$ cat src/rtl/sensor_pkg.sv
// rtl/sensor_pkg.sv - shared FSM states, burst layout and sample unpacking for the sensor frame monitor
package sensor_pkg;

    typedef enum logic [1:0] {
        IDLE    = 2'd0,
        COLLECT = 2'd1,
        EVAL    = 2'd2
    } state_t;

    localparam logic [7:0] BURST_REG = 8'hF7;
    localparam int         BURST_LEN = 8;
    localparam int         IDX_W     = 3;

    localparam int SLOT_PRESS_MSB = 0;
    localparam int SLOT_PRESS_MID = 1;
    localparam int SLOT_PRESS_LSB = 2;
    localparam int SLOT_TEMP_MSB  = 3;
    localparam int SLOT_TEMP_MID  = 4;
    localparam int SLOT_TEMP_LSB  = 5;
    localparam int SLOT_HUM_MSB   = 6;
    localparam int SLOT_HUM_LSB   = 7;

    typedef logic [7:0] burst_t [BURST_LEN];

    typedef struct packed {
        logic [19:0] press;
        logic [19:0] temp;
        logic [15:0] hum;
    } sample_t;

    // The low nibble of each 20-bit XLSB byte is padding and is dropped.
    function automatic sample_t unpack_burst(input burst_t b);
        sample_t s;
        s.press = {b[SLOT_PRESS_MSB], b[SLOT_PRESS_MID], b[SLOT_PRESS_LSB][7:4]};
        s.temp  = {b[SLOT_TEMP_MSB], b[SLOT_TEMP_MID], b[SLOT_TEMP_LSB][7:4]};
        s.hum   = {b[SLOT_HUM_MSB], b[SLOT_HUM_LSB]};
        return s;
    endfunction

endpackage

$ cat src/rtl/sensor_frame_monitor_if.sv
// rtl/sensor_frame_monitor_if.sv - byte stream in, decoded samples and status out
interface sensor_frame_monitor_if;
    logic        frame_start;
    logic        byte_valid;
    logic [7:0]  byte_data;
    logic [19:0] press_raw;
    logic [19:0] temp_raw;
    logic [15:0] hum_raw;
    logic        sample_valid;
    logic        frame_err;
    logic        alert;

    modport master (
        output frame_start, byte_valid, byte_data,
        input  press_raw, temp_raw, hum_raw, sample_valid, frame_err, alert
    );

    modport slave (
        input  frame_start, byte_valid, byte_data,
        output press_raw, temp_raw, hum_raw, sample_valid, frame_err, alert
    );
endinterface

$ cat src/rtl/alert_debounce.sv
// rtl/alert_debounce.sv - threshold check with clear hysteresis and N-frame confirmation of alert changes
module alert_debounce #(
    parameter logic [19:0] TEMP_HI   = 20'h86000,
    parameter logic [19:0] TEMP_LO   = 20'h70000,
    parameter logic [15:0] HUM_HI    = 16'hB000,
    parameter logic [19:0] HYST      = 20'h01000,
    parameter int          CONFIRM_N = 3
) (
    input  logic        clk,
    input  logic        rst,
    input  logic        strobe,
    input  logic [19:0] temp,
    input  logic [15:0] hum,
    output logic        alert
);
    localparam int          CW          = $clog2(CONFIRM_N + 1);
    localparam logic [19:0] TEMP_HI_CLR = TEMP_HI - HYST;
    localparam logic [19:0] TEMP_LO_CLR = TEMP_LO + HYST;
    localparam logic [15:0] HUM_HI_CLR  = HUM_HI - HYST[15:0];

    logic          bad;
    logic          good;
    logic          oppose;
    logic [CW-1:0] cnt;

    // While alarmed, clearing demands margin inside every threshold.
    always_comb begin
        bad    = (temp > TEMP_HI) || (temp < TEMP_LO) || (hum > HUM_HI);
        good   = alert ? ((temp <= TEMP_HI_CLR) && (temp >= TEMP_LO_CLR) && (hum <= HUM_HI_CLR))
                       : !bad;
        oppose = alert ? good : bad;
    end

    always_ff @(posedge clk or posedge rst) begin
        if (rst) begin
            alert <= 1'b0;
            cnt   <= '0;
        end else if (strobe) begin
            if (!oppose) begin
                cnt <= '0;
            end else if (cnt == CW'(CONFIRM_N - 1)) begin
                alert <= ~alert;
                cnt   <= '0;
            end else begin
                cnt <= cnt + 1'b1;
            end
        end
    end
endmodule

$ cat src/rtl/sensor_frame_monitor.sv
// rtl/sensor_frame_monitor.sv - collects 0xF7 burst bytes into samples, flags aborted frames, drives health alert
module sensor_frame_monitor
    import sensor_pkg::*;
#(
    parameter logic [19:0] TEMP_HI   = 20'h86000,
    parameter logic [19:0] TEMP_LO   = 20'h70000,
    parameter logic [15:0] HUM_HI    = 16'hB000,
    parameter logic [19:0] HYST      = 20'h01000,
    parameter int          CONFIRM_N = 3,
    parameter int          TIMEOUT   = 1000
) (
    input  logic                  clk,
    input  logic                  rst,
    sensor_frame_monitor_if.slave bus
);
    localparam int TW = $clog2(TIMEOUT + 1);

    state_t           state, state_next;
    logic [IDX_W-1:0] idx, idx_next;
    logic [TW-1:0]    idle_cnt, idle_next;
    burst_t           shadow;
    burst_t           frame;
    sample_t          sample;
    logic             store, load, err_next;

    logic [19:0] press_q, temp_q;
    logic [15:0] hum_q;
    logic        valid_q, err_q, alert_q;

    always_comb begin
        state_next = state;
        idx_next   = idx;
        idle_next  = idle_cnt;
        store      = 1'b0;
        load       = 1'b0;
        err_next   = 1'b0;
        case (state)
            IDLE: begin
                if (bus.frame_start) begin
                    state_next = COLLECT;
                    idx_next   = '0;
                    idle_next  = '0;
                end
            end
            COLLECT: begin
                if (bus.frame_start) begin
                    err_next  = 1'b1;
                    idx_next  = '0;
                    idle_next = '0;
                end else if (bus.byte_valid) begin
                    store     = 1'b1;
                    idle_next = '0;
                    idx_next  = idx + 1'b1;
                    if (idx == IDX_W'(BURST_LEN - 1)) begin
                        state_next = EVAL;
                        load       = 1'b1;
                    end
                end else if (idle_cnt == TW'(TIMEOUT - 1)) begin
                    err_next   = 1'b1;
                    state_next = IDLE;
                    idx_next   = '0;
                    idle_next  = '0;
                end else begin
                    idle_next = idle_cnt + 1'b1;
                end
            end
            EVAL: begin
                if (bus.frame_start) begin
                    state_next = COLLECT;
                    idx_next   = '0;
                    idle_next  = '0;
                end else begin
                    state_next = IDLE;
                end
            end
            default: state_next = IDLE;
        endcase
    end

    // Last byte is forwarded straight from the bus so the sample lands with the EVAL cycle.
    always_comb begin
        frame                = shadow;
        frame[BURST_LEN - 1] = bus.byte_data;
        sample               = unpack_burst(frame);
    end

    always_ff @(posedge clk or posedge rst) begin
        if (rst) begin
            state    <= IDLE;
            idx      <= '0;
            idle_cnt <= '0;
            for (int i = 0; i < BURST_LEN; i++) shadow[i] <= '0;
            press_q  <= '0;
            temp_q   <= '0;
            hum_q    <= '0;
            valid_q  <= 1'b0;
            err_q    <= 1'b0;
        end else begin
            state    <= state_next;
            idx      <= idx_next;
            idle_cnt <= idle_next;
            if (store) shadow[idx] <= bus.byte_data;
            if (load) begin
                press_q <= sample.press;
                temp_q  <= sample.temp;
                hum_q   <= sample.hum;
            end
            valid_q <= load;
            err_q   <= err_next;
        end
    end

    alert_debounce #(
        .TEMP_HI   (TEMP_HI),
        .TEMP_LO   (TEMP_LO),
        .HUM_HI    (HUM_HI),
        .HYST      (HYST),
        .CONFIRM_N (CONFIRM_N)
    ) u_alert_debounce (
        .clk    (clk),
        .rst    (rst),
        .strobe (valid_q),
        .temp   (temp_q),
        .hum    (hum_q),
        .alert  (alert_q)
    );

    assign bus.press_raw    = press_q;
    assign bus.temp_raw     = temp_q;
    assign bus.hum_raw      = hum_q;
    assign bus.sample_valid = valid_q;
    assign bus.frame_err    = err_q;
    assign bus.alert        = alert_q;
endmodule

$ cat src/flat_wrapper.sv
// flat-port wrapper written by rule: the top's interface ports become plain ports
module sensor_frame_monitor_flat import sensor_pkg::*;
#(
    parameter logic [19:0] TEMP_HI   = 20'h86000,
    parameter logic [19:0] TEMP_LO   = 20'h70000,
    parameter logic [15:0] HUM_HI    = 16'hB000,
    parameter logic [19:0] HYST      = 20'h01000,
    parameter int          CONFIRM_N = 3,
    parameter int          TIMEOUT   = 1000
)
  (clk, rst, bus_frame_start, bus_byte_valid, bus_byte_data, bus_press_raw, bus_temp_raw, bus_hum_raw, bus_sample_valid, bus_frame_err, bus_alert);
  sensor_frame_monitor_if bus_i ();
  input  logic clk;
  input  logic rst;
  input wire logic [$bits(bus_i.frame_start)-1:0] bus_frame_start;
  input wire logic [$bits(bus_i.byte_valid)-1:0] bus_byte_valid;
  input wire logic [$bits(bus_i.byte_data)-1:0] bus_byte_data;
  output wire logic [$bits(bus_i.press_raw)-1:0] bus_press_raw;
  output wire logic [$bits(bus_i.temp_raw)-1:0] bus_temp_raw;
  output wire logic [$bits(bus_i.hum_raw)-1:0] bus_hum_raw;
  output wire logic [$bits(bus_i.sample_valid)-1:0] bus_sample_valid;
  output wire logic [$bits(bus_i.frame_err)-1:0] bus_frame_err;
  output wire logic [$bits(bus_i.alert)-1:0] bus_alert;
  assign bus_i.frame_start = bus_frame_start;
  assign bus_i.byte_valid = bus_byte_valid;
  assign bus_i.byte_data = bus_byte_data;
  assign bus_press_raw = bus_i.press_raw;
  assign bus_temp_raw = bus_i.temp_raw;
  assign bus_hum_raw = bus_i.hum_raw;
  assign bus_sample_valid = bus_i.sample_valid;
  assign bus_frame_err = bus_i.frame_err;
  assign bus_alert = bus_i.alert;
  sensor_frame_monitor #(.TEMP_HI(TEMP_HI), .TEMP_LO(TEMP_LO), .HUM_HI(HUM_HI), .HYST(HYST), .CONFIRM_N(CONFIRM_N), .TIMEOUT(TIMEOUT)) u_core (.clk(clk), .rst(rst), .bus(bus_i));
endmodule
$ cat config.mk
export PLATFORM = sky130hd
export DESIGN_NAME = sensor_frame_monitor_flat
export DESIGN_NICKNAME = d
export VERILOG_FILES = /design/src/rtl/sensor_pkg.sv /design/src/rtl/sensor_frame_monitor_if.sv /design/src/rtl/alert_debounce.sv /design/src/rtl/sensor_frame_monitor.sv /design/src/flat_wrapper.sv
export SDC_FILE = /design/constraint.sdc
export NUM_CORES = 1
export LEC_CHECK = 0
export ABC_AREA = 1
export BUFFER_PORTS_ARGS = -buffer_cell sky130_fd_sc_hd__clkbuf_2
export CORE_UTILIZATION = 34
export DETAILED_ROUTE_END_ITERATION = 16
export HOLD_SLACK_MARGIN = 0.08
export SETUP_SLACK_MARGIN = 0.5
export SLEW_MARGIN = 30
export SYNTH_ARGS = -nofsm -noshare
export SYNTH_HDL_FRONTEND = slang
export SYNTH_SLANG_ARGS = --single-unit
$ cat constraint.sdc
create_clock -name clk -period 5.2 [get_ports clk]
set_input_delay 0.26 -clock clk [delete_from_list [all_inputs] [get_ports clk]]
set_output_delay 0.26 -clock clk [all_outputs]
set_load 0.05 [all_outputs]
==> results.sh, run 1 <==
export IMPL_multi_input_area_sq_um=1880
export IMPL_setup_worst_path_end_class="register"
export IMPL_netlist_area_sq_um=5300
export IMPL_worstSetupPathType="reg -> reg"
export IMPL_slowest_delay_ns=0.65
export IMPL_async_flop_share_pct=100
export IMPL_fin_crit_ns=2.18
export IMPL_nets=666
export IMPL_postLayoutCellArea_sq_um=6360
export IMPL_post_synth_xor_area_fraction_pct=0.165
export IMPL_port_buffers=70
export IMPL_post_synth_fa_ha_maj_area_fraction_pct=0.708
export IMPL_overflow=0
export IMPL_cts_tree="done"
export IMPL_yosysTopAreaCellShare_pct=58.5
export IMPL_area_growth_syn_to_layout_pct=19.9
export IMPL_synth_nets=591
export IMPL_die_y_microns=127
export IMPL_hp_class="in -> reg"
export IMPL_cts_sinks=124
export IMPL_grt_pass1_vias=3943
export IMPL_cts_buffer_depth=2
export IMPL_clkTransAtPathRegs_ns=0.05
export IMPL_worstPathRequired_ns=5.45
export IMPL_num_rows=45
export IMPL_drt_initial_drc_count=224
export IMPL_synth_compound_gate_area_share_pct=10.5
export IMPL_place_detailed_hpwl_mm=8.01
export IMPL_layout_area_seq_sq_um=3100
export IMPL_p_sw_uw=666
export IMPL_p_leak_nw=3.31
export IMPL_synth_simple_area_share_pct=24.0
export IMPL_worstPathArrival_ns=2.42
export IMPL_combPwrFrac_pct=10.9
export IMPL_core_area_sq_um=15200
export IMPL_peakVddDrop_uv=228
export IMPL_critPathSlowestCell="inv_2"
export IMPL_numCtsBuffers=17
export IMPL_rsz0062_at_grt="no"
export IMPL_startpoint_type="register"
export IMPL_slew_violations=0
export IMPL_synthDistinctLibCells=33
export IMPL_cts_root_buf="clkbuf_16"
export IMPL_synth_mux_area_share_pct=0
export IMPL_fin_skew_ns=0.00767
export IMPL_num_fill_cells=1496
export IMPL_crit_chain="ha_1 -> ha_1 -> inv_1 -> nor2_4 -> inv_2 -> o21ai_0"
export IMPL_ant_nets=0
export IMPL_slew_headroom_pct=39.3
export IMPL_clkLatencyLatePin_ns=0.41
export IMPL_final_setup_viol_count=0
export IMPL_post_cts_buffers=0
export IMPL_grt_pass1_wl_mm=19.6
export IMPL_maxCapViolations=0
export IMPL_vias=3992
export IMPL_grt_usage_pct=16.0
export IMPL_sw_frac_of_total_pct=25.3
export IMPL_first_pass_iters=4
export IMPL_hold_buffers=1
export IMPL_drive_gt1_share_pct=21.3
export IMPL_ioPinCount=71
export IMPL_antenna_found_initial=0
export IMPL_initial_utilization_pct=34.9
export IMPL_wl_mm=11.7
export IMPL_pwr_share_seq_pct=43.1
export IMPL_regToRegSetupSlack_ns=3.02
export IMPL_synthTopCellsByArea="dfrtp_1 59%, nand2_1 16%, o21ai_2 4.0%, o21ai_0 3.7%, buf_6 3.0%"
export IMPL_yosysSeqAreaShare_pct=58.5
export IMPL_synth_top_area_cell="dfrtp_1"
export IMPL_postCtsResizedCells=0
export IMPL_cp_common_cell="ha_1"
export IMPL_power_density_nw_per_um2=414
export IMPL_route_detailed_drc=0
export IMPL_fin_util_pct=41.8
export IMPL_status="finished clean"
export IMPL_place_area_sq_um=5730
export IMPL_gp_congestion=0.729
export IMPL_n_antenna_cell=0
export IMPL_max_clock_freq_mhz=460
export IMPL_synth_seq_cells=124
export IMPL_synth_edf_count=0
export IMPL_worst_slew_pin_slew_ns=0.909
export IMPL_synth_ff_type="dfrtp_1"
export IMPL_synth_top_family_by_area="simple AND/OR/NAND/NOR gates"
export IMPL_clkPwrFrac_pct=46.0
export IMPL_die_x_microns=127
export IMPL_period_share_pct=41.8
export IMPL_yosysWarnings=0
export IMPL_synth_avg_cell_area_sq_um=9.20
export IMPL_vias_per_cell=4.69
export IMPL_setup_tns_ns=0
export IMPL_final_hold_viol_count=0
export IMPL_grt_max_degree=64
export IMPL_synthCells=576
export IMPL_path_max_fanout=57
export IMPL_routedWlPerCell_microns=13.7
export IMPL_die_area_sq_um=16100
export IMPL_h_tree_depth=4
export IMPL_internal_power_mw=1.97
## power groups by stage
stage,clock network [mW],registers [mW],logic (mW)
2_1_floorplan,0,1.16,0.207
3_3_place_gp,0,1.15,0.282
3_5_place_dp,0,1.15,0.292
4_1_cts,1.23,1.13,0.295
5_1_grt,1.28,1.15,0.333
6_report,1.21,1.14,0.288
## layout by cell type (no fill, tap or decap), types with 4 or more instances in the layout
| master | count |
|---|---|
| clkbuf_16 | 17 |
| clkbuf_2 | 70 |
| clkbuf_8 | 5 |
| dfrtp_1 | 124 |
| inv_1 | 33 |
| inv_2 | 4 |
| nand2_1 | 229 |
| nand3_1 | 18 |
| nor2_1 | 37 |
| o21ai_0 | 39 |
| o21ai_1 | 17 |
| o21ai_2 | 24 |
## flip-flops by register name (all words and copies together), names as in the netlist
signal	flops
u_core.idx	3
u_core.bus.sample_valid	1
u_core.u_alert_debounce.alert	1
u_core.state	2
u_core.bus.temp_raw	20
u_core.u_alert_debounce.cnt	2
u_core.bus.press_raw	20
u_core.frame	48
u_core.bus.frame_err	1
u_core.bus.hum_raw	16
u_core.idle_cnt	10
## worst max-delay path: cells and delay by family (launching register included)
kind                     cells  cell delay (ns)
AO/OA/AOI/OAI                1             0.20
adder cells (fa/ha/maj)      2             0.44
buffers and inverters        2             0.78
flip-flops                   1             0.50
AND/OR/NAND/NOR              1             0.06
## metrics by stage
step	worst slack (ns)	instances	hold WS, ns	power (mW)
2_1_floorplan	1.64	576	0.449	1.37
3_3_place_gp	3.12	819	0.432	1.43
3_5_place_dp	2.99	819	0.439	1.44
4_1_cts	2.97	851	0.183	2.66
5_1_grt	2.84	851	0.228	2.76
6_report	3.02	851	0.213	2.63
## worst paths after layout
| check | startpoint | end | cells past startpoint |
|---|---|---|---|
| max in group asynchronous | rst | u_core.bus.hum_raw[10]$_DFFE_PP0P_ | 4 |
| min in group asynchronous | rst | u_core.bus.press_raw[16]$_DFFE_PP0P_ | 3 |
| setup reg to reg | u_core.idx[0]$_DFFE_PP0P_ | u_core.bus.hum_raw[4]$_DFFE_PP0P_ | 6 |
| hold / removal | bus_byte_valid | u_core.bus.frame_err$_DFF_PP0_ | 4 |
| setup / recovery | u_core.idx[0]$_DFFE_PP0P_ | u_core.bus.hum_raw[4]$_DFFE_PP0P_ | 6 |
| hold reg to reg | u_core.bus.press_raw[0]$_DFFE_PP0P_ | u_core.bus.press_raw[0]$_DFFE_PP0P_ | 2 |
## synthesized netlist by cell type (all sizes together), types with 2 or more instances
master,count
nor2,41
dfrtp,124
nand4,4
nand2,231
ha,3
buf,16
a21oi,3
o22ai,2
inv,39
nor3,3
o21ai,80
nand3,21
## logic make-up (layout without fill, tap and decap cells)
group	Yosys count	in the layout
flip-flops	124	124
AO/OA/AOI/OAI	90	90
XOR/XNOR	1	1
adder cells (fa/ha/maj)	3	3
buffers and inverters	56	143
AND/OR/NAND/NOR	302	302
## layout make-up
cell class,count,share of cell area (%)
Inverter,39,2.38
Sequential cell,124,48.8
Tap cell,188,3.70
Clock inverter,6,1.69
Clock buffer,25,7.95
Timing Repair Buffer,73,5.91
Multi-Input combinational cell,396,29.5
## metal layers
metal  vias to the layer above  GRT usage (%)  routed length [microns]
li1                       1983              -                        -
met5                         -              0                        0
met3                        11           4.89                      637
met2                        58           26.0                     5770
met1                      1940           19.3                     5130
met4                         0           7.70                      138
(Power assumes the default switching activity.)
==> run 2, diff against run 1 <==
clock period = 2 ns   (was 5.2 ns; I/O delays follow)
==> results.sh, run 2 (synthesized netlist as in run 1, its figures left out) <==
export IMPL_status="finished clean"
export IMPL_initial_utilization_pct=34.9
export IMPL_gp_congestion=0.772
export IMPL_fin_ws_ns=0.409
export IMPL_rsz0062_at_grt="yes"
export IMPL_maxCapViolations=0
export IMPL_setup_tns_ns=0
export IMPL_ant_nets=0
export IMPL_routedWlPerCell_microns=14.6
export IMPL_nets=695
export IMPL_final_hold_viol_count=0
export IMPL_fin_hold_ws_ns=0.100
export IMPL_cts_tree="done"
export IMPL_startpoint_type="register"
export IMPL_largest_reg_flops=48
export IMPL_fin_util_pct=45.3
export IMPL_slew_violations=0
export IMPL_n_antenna_cell=0
export IMPL_critPathSlowestCell="dfrtp_1"
export IMPL_finalPower_mw=7.15
export IMPL_grt_pass1_wl_mm=21.0
export IMPL_die_area_sq_um=16100
export IMPL_place_detailed_hpwl_mm=8.15
export IMPL_crit_buf_inv=2
export IMPL_clkTransAtPathRegs_ns=0.06
export IMPL_worstSetupPathType="reg -> reg"
export IMPL_drt_initial_drc_count=316
export IMPL_antenna_found_initial=0
export IMPL_period_share_pct=79.6
export IMPL_final_common_cell="nand2_1"
export IMPL_p_leak_nw=3.52
export IMPL_num_fill_cells=1445
export IMPL_cts_sinks=124
export IMPL_worstPathArrival_ns=1.88
export IMPL_hold_depth=3
export IMPL_fin_skew_ns=0.00701
export IMPL_route_detailed_drc=0
export IMPL_worstPathRequired_ns=2.29
export IMPL_crit_chain="nor2_2 -> inv_2 -> nor2_4 -> nand2_4 -> nor2_4 -> buf_6 -> nand3_4 -> nand2_2 -> o21ai_2"
export IMPL_worst_slew_pin_slew_ns=0.526
export IMPL_drive_gt1_share_pct=29.5
export IMPL_num_rows=45
export IMPL_port_buffers=70
export IMPL_slowest_delay_ns=0.40
export IMPL_power_density_nw_per_um2=1040
export IMPL_hp_class="in -> reg"
export IMPL_h_tree_depth=4
export IMPL_area_growth_syn_to_layout_pct=29.8
export IMPL_ioPinCount=71
export IMPL_wl_mm=12.8
export IMPL_fin_crit_ns=1.59
export IMPL_die_y_microns=127
export IMPL_grt_pass1_vias=4148
export IMPL_crit_family="simple AND/OR/NAND/NOR gates"
export IMPL_core_area_sq_um=15200
export IMPL_cts_buffer_depth=2
export IMPL_grt_usage_pct=17.0
export IMPL_die_x_microns=127
export IMPL_cp_common_cell="nor2_4"
export IMPL_grt_max_degree=91
export IMPL_max_clock_freq_mhz=628
export IMPL_setup_worst_path_end_class="register"
export IMPL_slew_headroom_pct=64.9
export IMPL_layout_common_cells="206 x nand2_1, 123 x dfrtp_1, 70 x clkbuf_2, 36 x o21ai_0, 33 x inv_1"
export IMPL_peakVddDrop_uv=523
export IMPL_path_max_fanout=8
export IMPL_cts_root_buf="clkbuf_16"
export IMPL_overflow=0
export IMPL_cp_depth=9
export IMPL_vias=4197
export IMPL_r2r_cells=9
export IMPL_first_pass_iters=4
export IMPL_vias_per_cell=4.77
export IMPL_clkLatencyLatePin_ns=0.41
export IMPL_final_setup_viol_count=0
export IMPL_place_ws_ns=0.340
export IMPL_numCtsBuffers=17
run 2: what timing repair did:
item | in CTS | in global routing
resized for setup | 31 | 28
setup endpoints to repair | 96 | 119
hold buffers | 2 | 0
endpoints found under the hold margin | 125 | 0
gates cloned | 5 | 1
buffers inserted | 10 | 4
pin swaps | 5 | 12
run 2: per-stage QoR:
step	area [sq um]	cells
2_1_floorplan	5310	576
3_3_place_gp	5820	827
3_5_place_dp	5820	827
4_1_cts	6730	874
5_1_grt	6880	879
6_report	6880	879
run 2: layout make-up:
cell class / count / area, sq um / area share [%]
clock inverter: 7 / 138 / 2.00
multi-input combinational: 399 / 2070 / 30.1
sequential: 124 / 3100 / 45.1
inverter: 39 / 158 / 2.29
clock buffer: 23 / 478 / 6.95
tap: 188 / 235 / 3.42
timing repair buffer: 99 / 696 / 10.1
run 2: worst register-to-register path: cells and delay by family (launching register included):
kind,cells,cell delay [ns]
compound gates,1,0.05
buf+inv,2,0.20
flops,1,0.40
simple gates,6,0.81
run 2: report_power, final:
group	total (mW)	switching (mW)	internal [mW]
Sequential	2.94	0.169	2.77
Clock	3.21	1.04	2.16
Combinational	1.00	0.653	0.349
run 2: final timing paths:
kind                                                 startpoint                                    to  slack, ns
max in group asynchronous                                   rst   u_core.bus.temp_raw[13]$_DFFE_PP0P_       1.24
min in group asynchronous                                   rst        u_core.idle_cnt[3]$_DFFE_PP0P_       0.36
setup / recovery                    u_core.state[1]$_DFFE_PP0P_          u_core.frame[11]$_DFFE_PP0P_       0.41
hold / removal                                  bus_frame_start           u_core.state[0]$_DFFE_PP0P_        0.1
setup reg to reg                    u_core.state[1]$_DFFE_PP0P_          u_core.frame[11]$_DFFE_PP0P_       0.41
hold reg to reg            u_core.bus.press_raw[14]$_DFFE_PP0P_  u_core.bus.press_raw[14]$_DFFE_PP0P_       0.47
run 2: per-layer routing:
metal / track usage (%) / wire length [microns] / vias to the layer above
li1: - / - / 2066
met1: 21.1 / 5610 / 2019
met2: 28.0 / 6380 / 90
met3: 4.85 / 493 / 22
met4: 6.86 / 308 / 0
met5: 0 / 0 / -
